**src/rtl/pc_redirect_fetch.sv**
```systemverilog
// Instruction-fetch front end: owns the PC, issues word fetches, pairs responses
// with their PCs in a 2-entry decode FIFO and flushes on taken redirects.
module pc_redirect_fetch #(
    parameter int              XLEN         = 32,
    parameter logic [XLEN-1:0] RESET_VECTOR = '0
) (
    input  logic            i_clk,
    input  logic            i_rst_n,
    input  logic [1:0]      i_B_J_result,
    input  logic [XLEN-1:0] i_target,
    output logic            o_imem_req_valid,
    input  logic            i_imem_req_ready,
    output logic [XLEN-1:0] o_imem_addr,
    input  logic            i_imem_rsp_valid,
    input  logic [XLEN-1:0] i_imem_rsp_data,
    output logic            o_inst_valid,
    input  logic            i_inst_ready,
    output logic [XLEN-1:0] o_inst,
    output logic [XLEN-1:0] o_inst_pc,
    output logic            o_misaligned
);
    logic [XLEN-1:0] r_pc;
    logic [1:0]      r_out_cnt;
    logic [1:0]      r_drop;
    logic [XLEN-1:0] r_pcq [2];
    logic            r_pcq_wr;
    logic            r_pcq_rd;
    logic [XLEN-1:0] r_fifo_inst [2];
    logic [XLEN-1:0] r_fifo_pc   [2];
    logic            r_fifo_wr;
    logic            r_fifo_rd;
    logic [1:0]      r_fifo_cnt;
    logic            r_misaligned;

    logic            w_redirect;
    logic            w_req_ok;
    logic            w_req_fire;
    logic            w_push;
    logic            w_pop;
    logic [1:0]      w_out_next;
    logic [1:0]      w_fifo_cnt_next;
    logic            w_unused_bj;

    assign w_unused_bj = i_B_J_result[1];
    assign w_redirect  = i_B_J_result[0];

    // Outstanding requests plus buffered entries never exceed the FIFO depth,
    // so every response is guaranteed a slot.
    assign w_req_ok = (({1'b0, r_out_cnt} + {1'b0, r_fifo_cnt}) < 3'd2)
                      && (r_drop == 2'd0) && !w_redirect;
    assign o_imem_req_valid = i_rst_n && w_req_ok;
    assign o_imem_addr      = r_pc;
    assign w_req_fire       = w_req_ok && i_imem_req_ready;
    assign w_out_next       = r_out_cnt + {1'b0, w_req_fire} - {1'b0, i_imem_rsp_valid};

    assign w_push          = i_imem_rsp_valid && (r_drop == 2'd0) && !w_redirect;
    assign w_pop           = o_inst_valid && i_inst_ready && !w_redirect;
    assign w_fifo_cnt_next = r_fifo_cnt + {1'b0, w_push} - {1'b0, w_pop};

    assign o_inst_valid = (r_fifo_cnt != 2'd0);
    assign o_inst       = o_inst_valid ? r_fifo_inst[r_fifo_rd] : '0;
    assign o_inst_pc    = o_inst_valid ? r_fifo_pc[r_fifo_rd]   : '0;
    assign o_misaligned = r_misaligned;

    always_ff @(posedge i_clk or negedge i_rst_n) begin
        if (!i_rst_n) begin
            r_pc         <= RESET_VECTOR;
            r_out_cnt    <= 2'd0;
            r_drop       <= 2'd0;
            r_pcq_wr     <= 1'b0;
            r_pcq_rd     <= 1'b0;
            r_fifo_wr    <= 1'b0;
            r_fifo_rd    <= 1'b0;
            r_fifo_cnt   <= 2'd0;
            r_misaligned <= 1'b0;
        end else begin
            r_out_cnt    <= w_out_next;
            r_misaligned <= w_redirect && (i_target[1:0] != 2'b00);
            // The PC queue tracks every in-flight request, including ones to be dropped.
            if (w_req_fire) begin
                r_pcq_wr <= ~r_pcq_wr;
            end
            if (i_imem_rsp_valid) begin
                r_pcq_rd <= ~r_pcq_rd;
            end
            if (w_redirect) begin
                r_pc       <= {i_target[XLEN-1:2], 2'b00};
                r_drop     <= w_out_next;
                r_fifo_wr  <= 1'b0;
                r_fifo_rd  <= 1'b0;
                r_fifo_cnt <= 2'd0;
            end else begin
                if (w_req_fire) begin
                    r_pc <= r_pc + XLEN'(4);
                end
                if (i_imem_rsp_valid && (r_drop != 2'd0)) begin
                    r_drop <= r_drop - 2'd1;
                end
                if (w_push) begin
                    r_fifo_wr <= ~r_fifo_wr;
                end
                if (w_pop) begin
                    r_fifo_rd <= ~r_fifo_rd;
                end
                r_fifo_cnt <= w_fifo_cnt_next;
            end
        end
    end

    always_ff @(posedge i_clk) begin
        if (w_req_fire) begin
            r_pcq[r_pcq_wr] <= r_pc;
        end
        if (w_push) begin
            r_fifo_inst[r_fifo_wr] <= i_imem_rsp_data;
            r_fifo_pc[r_fifo_wr]   <= r_pcq[r_pcq_rd];
        end
    end

endmodule
```
**config.mk**
```make
export PLATFORM = sky130hd
export DESIGN_NAME = pc_redirect_fetch
export DESIGN_NICKNAME = d
export VERILOG_FILES = /design/src/rtl/pc_redirect_fetch.sv
export SDC_FILE = /design/constraint.sdc
export NUM_CORES = 1
export LEC_CHECK = 0
export BUFFER_PORTS_ARGS = -buffer_cell sky130_fd_sc_hd__buf_2
export CAP_MARGIN = 20
export CORE_UTILIZATION = 39
export CTS_BUF_LIST = sky130_fd_sc_hd__clkbuf_4 sky130_fd_sc_hd__clkbuf_8
export DETAILED_ROUTE_END_ITERATION = 12
export PLACE_DENSITY_LB_ADDON = 0.05
export SLEW_MARGIN = 20
export SYNTH_ARGS = -nofsm -noshare
export SYNTH_HDL_FRONTEND = slang
export SYNTH_SLANG_ARGS = --single-unit
export TNS_END_PERCENT = 100
```
**constraint.sdc**
```tcl
create_clock -name i_clk -period 3.6 [get_ports i_clk]
set_clock_uncertainty 0.15 [all_clocks]
set_input_delay 0.18 -clock i_clk [delete_from_list [all_inputs] [get_ports i_clk]]
set_output_delay 0.18 -clock i_clk [all_outputs]
set_load 0.01 [all_outputs]
```
==> reports/qor.csv, run 1 <==
metric;value;unit
status;finished, final reports clean;
async set-reset flop share out of synthesis;18.2;%
post-layout net count;971;
average footprint of a synthesized cell;14.6;sq um
count of hold-fix buffers inserted at cts;67;
Critical Path AT;3.53;ns
RSZ-0062 raised after global routing;false;
Distinct cells, synth;49;
area taken by multi-input logic gates;0.00258;sq mm
post-DR wirelength/cell;17.1;um
DP Worst Slack;0.377;ns
number of global-route vias before repair;6240;
IO Pins;170;
worst slew margin relative to its limit;36.0;%
# Max-Cap Violations;0;
final standard cell area without fillers;0.0120;sq mm
layout overhead on the synthesized area;28.5;%
count of buffers from port buffering;164;
global-route wire length before repair;33000;um
largest fanout of any net on the critical path;11;
number of search-and-repair iterations in the first detailed-routing pass;4;
layer with the highest usage after global routing;met2;
count of fill cells added during filler insertion;2048;
antenna fix cells;0;
Final Power;7.14;mW
aggregate routed wire length;21200;um
placed cell area;0.0105;sq mm
via/cell ratio;4.92;
cell with the most instances after synthesis;sky130_fd_sc_hd__edfxtp_1;
Hold Vio Cnt, Final;0;
All-Layer GR Usage;17.8;%
Vias;6106;
DIE AREA;0.0245;sq mm
required time reported for the critical path endpoint;3.87;ns
type of the worst setup path;reg2reg;
Max Slew Vio Count;0;
detailed placer's ending HPWL;13200;um
power density over cell area;596;mW/mm^2
sequential cell area;0.00656;sq mm
CP Capture Type;register;
flop and latch count out of synthesis;225;
pin count of the biggest net entering global routing;63;
leakage;4.49;nW
Max Clk Rate;0.308;GHz
maximum ir drop on the vdd rail;0.253;mV
Die Span X;157;um
dominant register cell in the synthesized netlist;sky130_fd_sc_hd__edfxtp_1;
total negative slack;0;ns
cell types occupying the most area after synthesis;sky130_fd_sc_hd__edfxtp_1, sky130_fd_sc_hd__dfrtp_1, sky130_fd_sc_hd__mux2i_1;
commonest cells in the netlist;sky130_fd_sc_hd__edfxtp_1, sky130_fd_sc_hd__nor2_1, sky130_fd_sc_hd__mux2i_1;
grt ovf;0;
PnR worst setup slack;0.349;ns
Post CTS Setup Buffer Count;0;
share of the yosys chip area belonging to registers;70.3;%
GR Layer Usage met1;22.2;%
GR Layer Usage met2;30.4;%
remaining routing DRC violations;0;
post-synth top area cell;sky130_fd_sc_hd__edfxtp_1;
area of the core;0.0235;sq mm
final cell count without fillers;1241;
initial DRC count;303;
fraction of layout instances using a drive strength above 1;30.8;%
FP Rows;56;
height of the die;157;um
clock edge transition at the registers on the reported setup and hold paths;0.06;ns
number of instances in the synthesized netlist;640;
# setup viols final;0;
met3 Usage GRT;3.93;%
Critical Path Source Type;register;
number of placed instances, taps included;1105;
htree depth;2;
fraction of the cycle the final worst path needs;90.3;%
buffers from clock root to sink, at most;3;
post-layout minimum cycle time;3.25;ns
sink count of the clock tree;225;
slew of the pin with the lowest slew margin;0.951;ns
combined area of all synthesized cells;0.00931;sq mm
final RePlAce weighted congestion;0.775;
share of the synthesized area in the top cell type;59.3;%
count of synthesis-stage warnings from yosys;0;
cell chosen for the clock root;sky130_fd_sc_hd__clkbuf_8;
Skew-Pair Late Insertion Delay;0.52;ns
number of synthesized flops with an enable pin;184;
number of resized instances in the post-cts repair step;0;
effective utilization at floorplan;39.7;%
initial antenna violation count;0;
kind of path behind the tightest hold check;in2reg;
TritonCTS Buffers;38;
clock tree from TritonCTS;built;
antenna viol nets, final;0;
[stage by stage]
stage | utilization, % | hold slack (ns)
6_report | 51.0 | 0.0426
5_1_grt | 51.0 | 0.0763
2_1_floorplan | - | -0.266
3_3_place_gp | 44.9 | 0.142
4_1_cts | 51.0 | 0.0153
3_5_place_dp | 44.9 | 0.153
[per-layer routing]
| metal | share of wire (%) | up-vias |
|---|---|---|
| li1 | - | 2917 |
| met1 | 43 | 2969 |
| met2 | 49 | 187 |
| met3 | 5.7 | 33 |
| met4 | 1.9 | 0 |
| met5 | 0 | - |
[power breakdown]
group	switching, mW	internal [mW]	leakage [nW]
Clock	0.965	1.27	0.412
Sequential	0.188	3.15	2.15
Combinational	0.881	0.677	1.93
[registers in the layout, indices dropped and copies added, names as in the netlist, 2 cells and up]
| register | cells |
|---|---|
| r_out_cnt | 2 |
| o_imem_addr | 30 |
| r_fifo_inst | 64 |
| r_fifo_cnt | 2 |
| r_pcq | 60 |
| r_fifo_pc | 60 |
| r_drop | 2 |
[final timing paths]
path | from | cells after the start | to | slack [ns]
worst max-delay path | r_fifo_cnt[0] | 11 | r_drop[1] | 0.35
worst min register to register | r_out_cnt[0] | 1 | r_out_cnt[0] | 0.39
min in group asynchronous | i_rst_n | 3 | o_imem_addr[30] | 0.13
worst max register to register | r_fifo_cnt[0] | 11 | r_drop[1] | 0.35
worst min-delay path | i_B_J_result[0] | 4 | o_misaligned | 0.04
max in group asynchronous | i_rst_n | 3 | r_fifo_rd | 2.72
[kinds of logic (layout without fill, tap and decap cells)]
kind of cell               count (synthesis)  after routing  share of synthesized area (%)
AOI/OAI and AO/OA                         49             49                           3.52
xor gates and xnor gates                  17             17                           1.60
adders and majority gates                  7              7                           1.02
buffers and inverters                     48            327                           2.40
DFF                                      225            225                           70.3
muxes                                     93             93                           10.4
other                                      1              4                         0.0403
and+or+nand+nor                          200            200                           10.7
[final cells by class]
type	instances	share of cell area (%)
repair buffers	245	13.6
flip-flops and latches	225	54.8
multi-input cells	370	21.6
well taps	319	3.34
clock buffers	61	6.08
inverters	13	0.408
clock inverters	8	0.282
[layout by cell type (no fill, tap or decap), drive strengths merged, types with 2 or more instances in the layout]
cell / instances
inv: 13
nand2: 32
dfrtp: 41
and3: 4
xor2: 9
o21ai: 14
mux2i: 63
nand3: 21
and4: 4
clkinv: 8
or4: 13
and2: 3
a21oi: 2
a31oi: 11
edfxtp: 184
xnor2: 8
o211ai: 4
nor2b: 2
o31ai: 8
conb: 4
clkbuf: 61
o311ai: 3
dlygate4sd3: 67
mux2: 30
ha: 6
nor4: 8
nand4: 16
or3: 5
buf: 178
nor2: 86
a211o: 2
[worst max-delay path, cell delays in order (launching register included)]
cell                       delay (ns)
sky130_fd_sc_hd__dfrtp_1         0.42
sky130_fd_sc_hd__and2_1          0.17
sky130_fd_sc_hd__fa_1            0.46
sky130_fd_sc_hd__and4bb_2        0.51
sky130_fd_sc_hd__nand2_1         0.34
sky130_fd_sc_hd__ha_1            0.39
sky130_fd_sc_hd__inv_1           0.05
sky130_fd_sc_hd__ha_1            0.18
sky130_fd_sc_hd__xnor2_1         0.16
sky130_fd_sc_hd__xnor2_1         0.16
sky130_fd_sc_hd__nand2_1         0.07
sky130_fd_sc_hd__o21ai_0         0.09
No activity file was read; power rests on OpenSTA's default activity.
==> inputs of run 2 (changes only) <==
ABC_AREA = 1   (was default)
clock period = 3.1 ns   (was 3.6 ns; I/O delays follow)
==> reports/qor.csv, run 2 <==
metric;value;unit;change
status;finished, final reports clean;;
largest fanout of any net on the critical path;28;;+17
antenna fix cells;0;;unchanged
maximum ir drop on the vdd rail;0.344;mV;+36%
# Max-Cap Violations;0;;unchanged
share of the synthesized area in the top cell type;57.6;%;-1.8 points
number of placed instances, taps included;1308;;+18%
number of cells on the worst hold path;2;;-2
layout overhead on the synthesized area;27.9;%;
detailed placer's ending HPWL;13800;um;+4.3%
height of the die;159;um;+1.5%
detailed-routing wirelength on met1;11100;um;+22%
IO Pins;170;;unchanged
htree depth;2;;unchanged
cell-by-cell listing of the critical path;nand2_1 -> inv_1 -> fa_1 -> nor2_2 -> nand4_4 -> inv_2 -> nand2_1 -> o211ai_1 -> dlygate4sd3_1;;
Comb pwr share;21.5;%;-0.3 points
grt ovf;0;;unchanged
Post CTS Setup Buffer Count;0;;unchanged
share of the yosys chip area belonging to registers;68.3;%;-2.1 points
most common library cell in the layout ignoring fill and taps;sky130_fd_sc_hd__nand2_1;;
power density over cell area;656;mW/mm^2;+10%
average footprint of a synthesized cell;11.4;sq um;-21%
async set-reset flop share out of synthesis;18.2;%;unchanged
number of search-and-repair iterations in the first detailed-routing pass;4;;unchanged
Hold Vio Cnt, Final;0;;unchanged
initial DRC count;331;;+9.2%
slew of the pin with the lowest slew margin;0.775;ns;-0.176 ns
uppermost routed layer;met4;;
cell types occupying the most area after synthesis;sky130_fd_sc_hd__edfxtp_1, sky130_fd_sc_hd__dfrtp_1, sky130_fd_sc_hd__nand2_1;;
count of cell instances traversed by the critical path;9;;-2
cell with the largest stage delay on the worst path;sky130_fd_sc_hd__dlygate4sd3_1;;
Internal Dissipation;5.67;mW;+11%
Final Power;8.06;mW;+13%
flip-flop count of the largest register, all copies and words added;64;;unchanged
pin count of the biggest net entering global routing;63;;unchanged
largest registers;r_fifo_inst: 64 flops, r_fifo_pc: 60 flops, r_pcq: 60 flops;;
Skew-Pair Late Insertion Delay;0.52;ns;about the same
post-synth top area cell;sky130_fd_sc_hd__edfxtp_1;;
fraction of the cycle the final worst path needs;91.4;%;+1.1 points
met3 wire length;1120;um;-8.2%
switching share of power;29.7;%;+1.2 points
WL met2;10300;um;-1.4%
type of the worst setup path;reg2reg;;
number of global-route vias before repair;6686;;+7.1%
RSZ-0062 raised after global routing;false;;
antenna viol nets, final;0;;unchanged
switching power;2.39;mW;+18%
worst hold margin;0.208;ns;+0.165 ns
post-layout net count;1181;;+22%
Die Span X;159;um;+1.5%
DIE AREA;0.0252;sq mm;+3.0%
via/cell ratio;4.63;;-6.0%
Critical Path Source Type;register;;
number of instances in the synthesized netlist;840;;+31%
All-Layer GR Usage;18.5;%;+0.65 points
sequential cell area;0.00655;sq mm;about the same
Vias;6714;;+10%
area of the core;0.0242;sq mm;+3.3%
effective utilization at floorplan;39.6;%;-0.093 points
power share of the sequential group;47.8;%;+1.0 points
post-DR wirelength/cell;15.9;um;-7.0%
Core Util, Final;50.6;%;-0.34 points
most used cell, CP;sky130_fd_sc_hd__nand2_1;;
top library cells by usage in the layout, fill and taps aside;sky130_fd_sc_hd__nand2_1, sky130_fd_sc_hd__edfxtp_1, sky130_fd_sc_hd__buf_2;;
leakage;5.04;nW;+12%
flop and latch count out of synthesis;225;;unchanged
aggregate routed wire length;23100;um;+8.8%
minimum setup slack among reg-to-reg paths;0.27;ns;-0.08 ns
TritonCTS Buffers;39;;+2.6%
cell chosen for the clock root;sky130_fd_sc_hd__clkbuf_8;;
count of fill cells added during filler insertion;2258;;+10%
dominant register cell in the synthesized netlist;sky130_fd_sc_hd__edfxtp_1;;
Critical Path AT;3.15;ns;-0.38 ns
number of synthesized flops with an enable pin;184;;unchanged
total negative slack;0;ns;unchanged
most flop-heavy register;r_fifo_inst;;
initial antenna violation count;0;;unchanged
worst slew margin relative to its limit;48.3;%;+12 points
# setup viols final;0;;unchanged
final RePlAce weighted congestion;0.770;;-0.59%
area taken by multi-input logic gates;0.00269;sq mm;+4.4%
kind of cell adding the most delay to the critical path;buffers and inverters;;
Distinct cells, synth;34;;-31%
Max stage delay on crit path;0.56;ns;+0.05 ns
kind of path behind the tightest hold check;in2reg;;
combined area of all synthesized cells;0.00960;sq mm;+3.1%
clock tree from TritonCTS;built;;
global-route wire length before repair;36300;um;+10%
Max Clk Rate;0.353;GHz;+15%
required time reported for the critical path endpoint;3.41;ns;-0.46 ns
sink count of the clock tree;225;;unchanged
final cell count without fillers;1451;;+17%
Max Slew Vio Count;0;;unchanged
FP Rows;57;;+1.8%
buffers from clock root to sink, at most;3;;unchanged
commonest cells in the netlist;sky130_fd_sc_hd__nand2_1, sky130_fd_sc_hd__edfxtp_1, sky130_fd_sc_hd__a21oi_1;;
Clock Power Share;30.7;%;-0.7 points
total buffers and inverters traversed by the critical path;3;;+2
remaining routing DRC violations;0;;unchanged
cell with the most instances after synthesis;sky130_fd_sc_hd__nand2_1;;
Worst R2R Path Depth;9;;-2
post-layout minimum cycle time;2.83;ns;-0.417 ns
CP Capture Type;register;;
count of synthesis-stage warnings from yosys;0;;unchanged
count of buffers from port buffering;164;;unchanged
fraction of layout instances using a drive strength above 1;25.6;%;-5.2 points
clock edge transition at the registers on the reported setup and hold paths;0.06;ns;about the same
-- run 2: cell count changes after synthesis, moves of 8 or more --
cell / delta
sky130_fd_sc_hd__nand2_1: +239
sky130_fd_sc_hd__mux2i_1: -63
sky130_fd_sc_hd__a21oi_1: +61
sky130_fd_sc_hd__nor2_1: -47
sky130_fd_sc_hd__inv_1: +37
sky130_fd_sc_hd__nand3_1: +29
sky130_fd_sc_hd__nand4_1: -14
sky130_fd_sc_hd__a31oi_1: -11
sky130_fd_sc_hd__buf_2: +10
sky130_fd_sc_hd__or4_1: -10
sky130_fd_sc_hd__nor4_1: -8
sky130_fd_sc_hd__o21bai_1: +8
sky130_fd_sc_hd__o31ai_1: -8
-- run 2: area by class of cell --
cell class / instances / area share, %
timing repair buffer: 253 / 14.0
sequential: 225 / 53.4
tap: 324 / 3.30
clock inverter: 12 / 0.387
inverter: 54 / 1.67
clock buffer: 53 / 5.33
multi-input combinational: 530 / 21.9
-- run 2: worst paths after layout --
| path | startpoint | to |
|---|---|---|
| setup / recovery | r_fifo_cnt[0] | o_imem_addr[5] |
| hold / removal | i_imem_rsp_data[0] | r_fifo_inst[1][0] |
| setup reg to reg | r_fifo_cnt[0] | o_imem_addr[5] |
| hold reg to reg | r_pcq_rd | r_pcq_rd |
| max in group asynchronous | i_rst_n | o_imem_addr[14] |
| min in group asynchronous | i_rst_n | o_imem_addr[16] |
-- run 2: per-layer routing --
metal  global-route usage [%]  vias up
met5                        0        -
met4                     6.12        0
met3                     3.45       38
met2                     29.2      184
met1                     25.7     3118
li1                         -     3374
-- run 2: power groups by stage --
stage	logic [mW]	clock network (mW)	registers, mW
finish	1.74	2.47	3.85
global route	1.93	2.68	3.89
CTS	1.76	2.57	3.85
global placement	1.65	0	3.91
detailed placement	1.66	0	3.91
floorplan	1.05	0	3.86
-- run 2: metrics by stage --
stage                     setup WS, ns  instance area [sq um]
after floorplan                -0.0395                   9610
after global placement           0.535                  10800
after detailed placement         0.515                  10800
after CTS                        0.253                  12300
after global routing            0.0548                  12300
final                            0.267                  12300
-- run 2: timing repair --
item / 4_1_cts / 5_1_grt
gates resized for setup: 0 / 0
hold buffers: 78 / 0
endpoints found under the hold margin: 120 / 0
-- run 2: cells by family (layout without fill, tap and decap cells) --
family	after synthesis	in the layout	share of synthesized area (%)
and+or+nand+nor	386	386	17.0
DFF	225	225	68.3
AOI/OAI and AO/OA	91	91	5.05
buffers and inverters	88	372	4.08
muxes	30	30	3.52
xor gates and xnor gates	12	12	1.10
adders and majority gates	7	7	0.991
other	1	4	0.0391
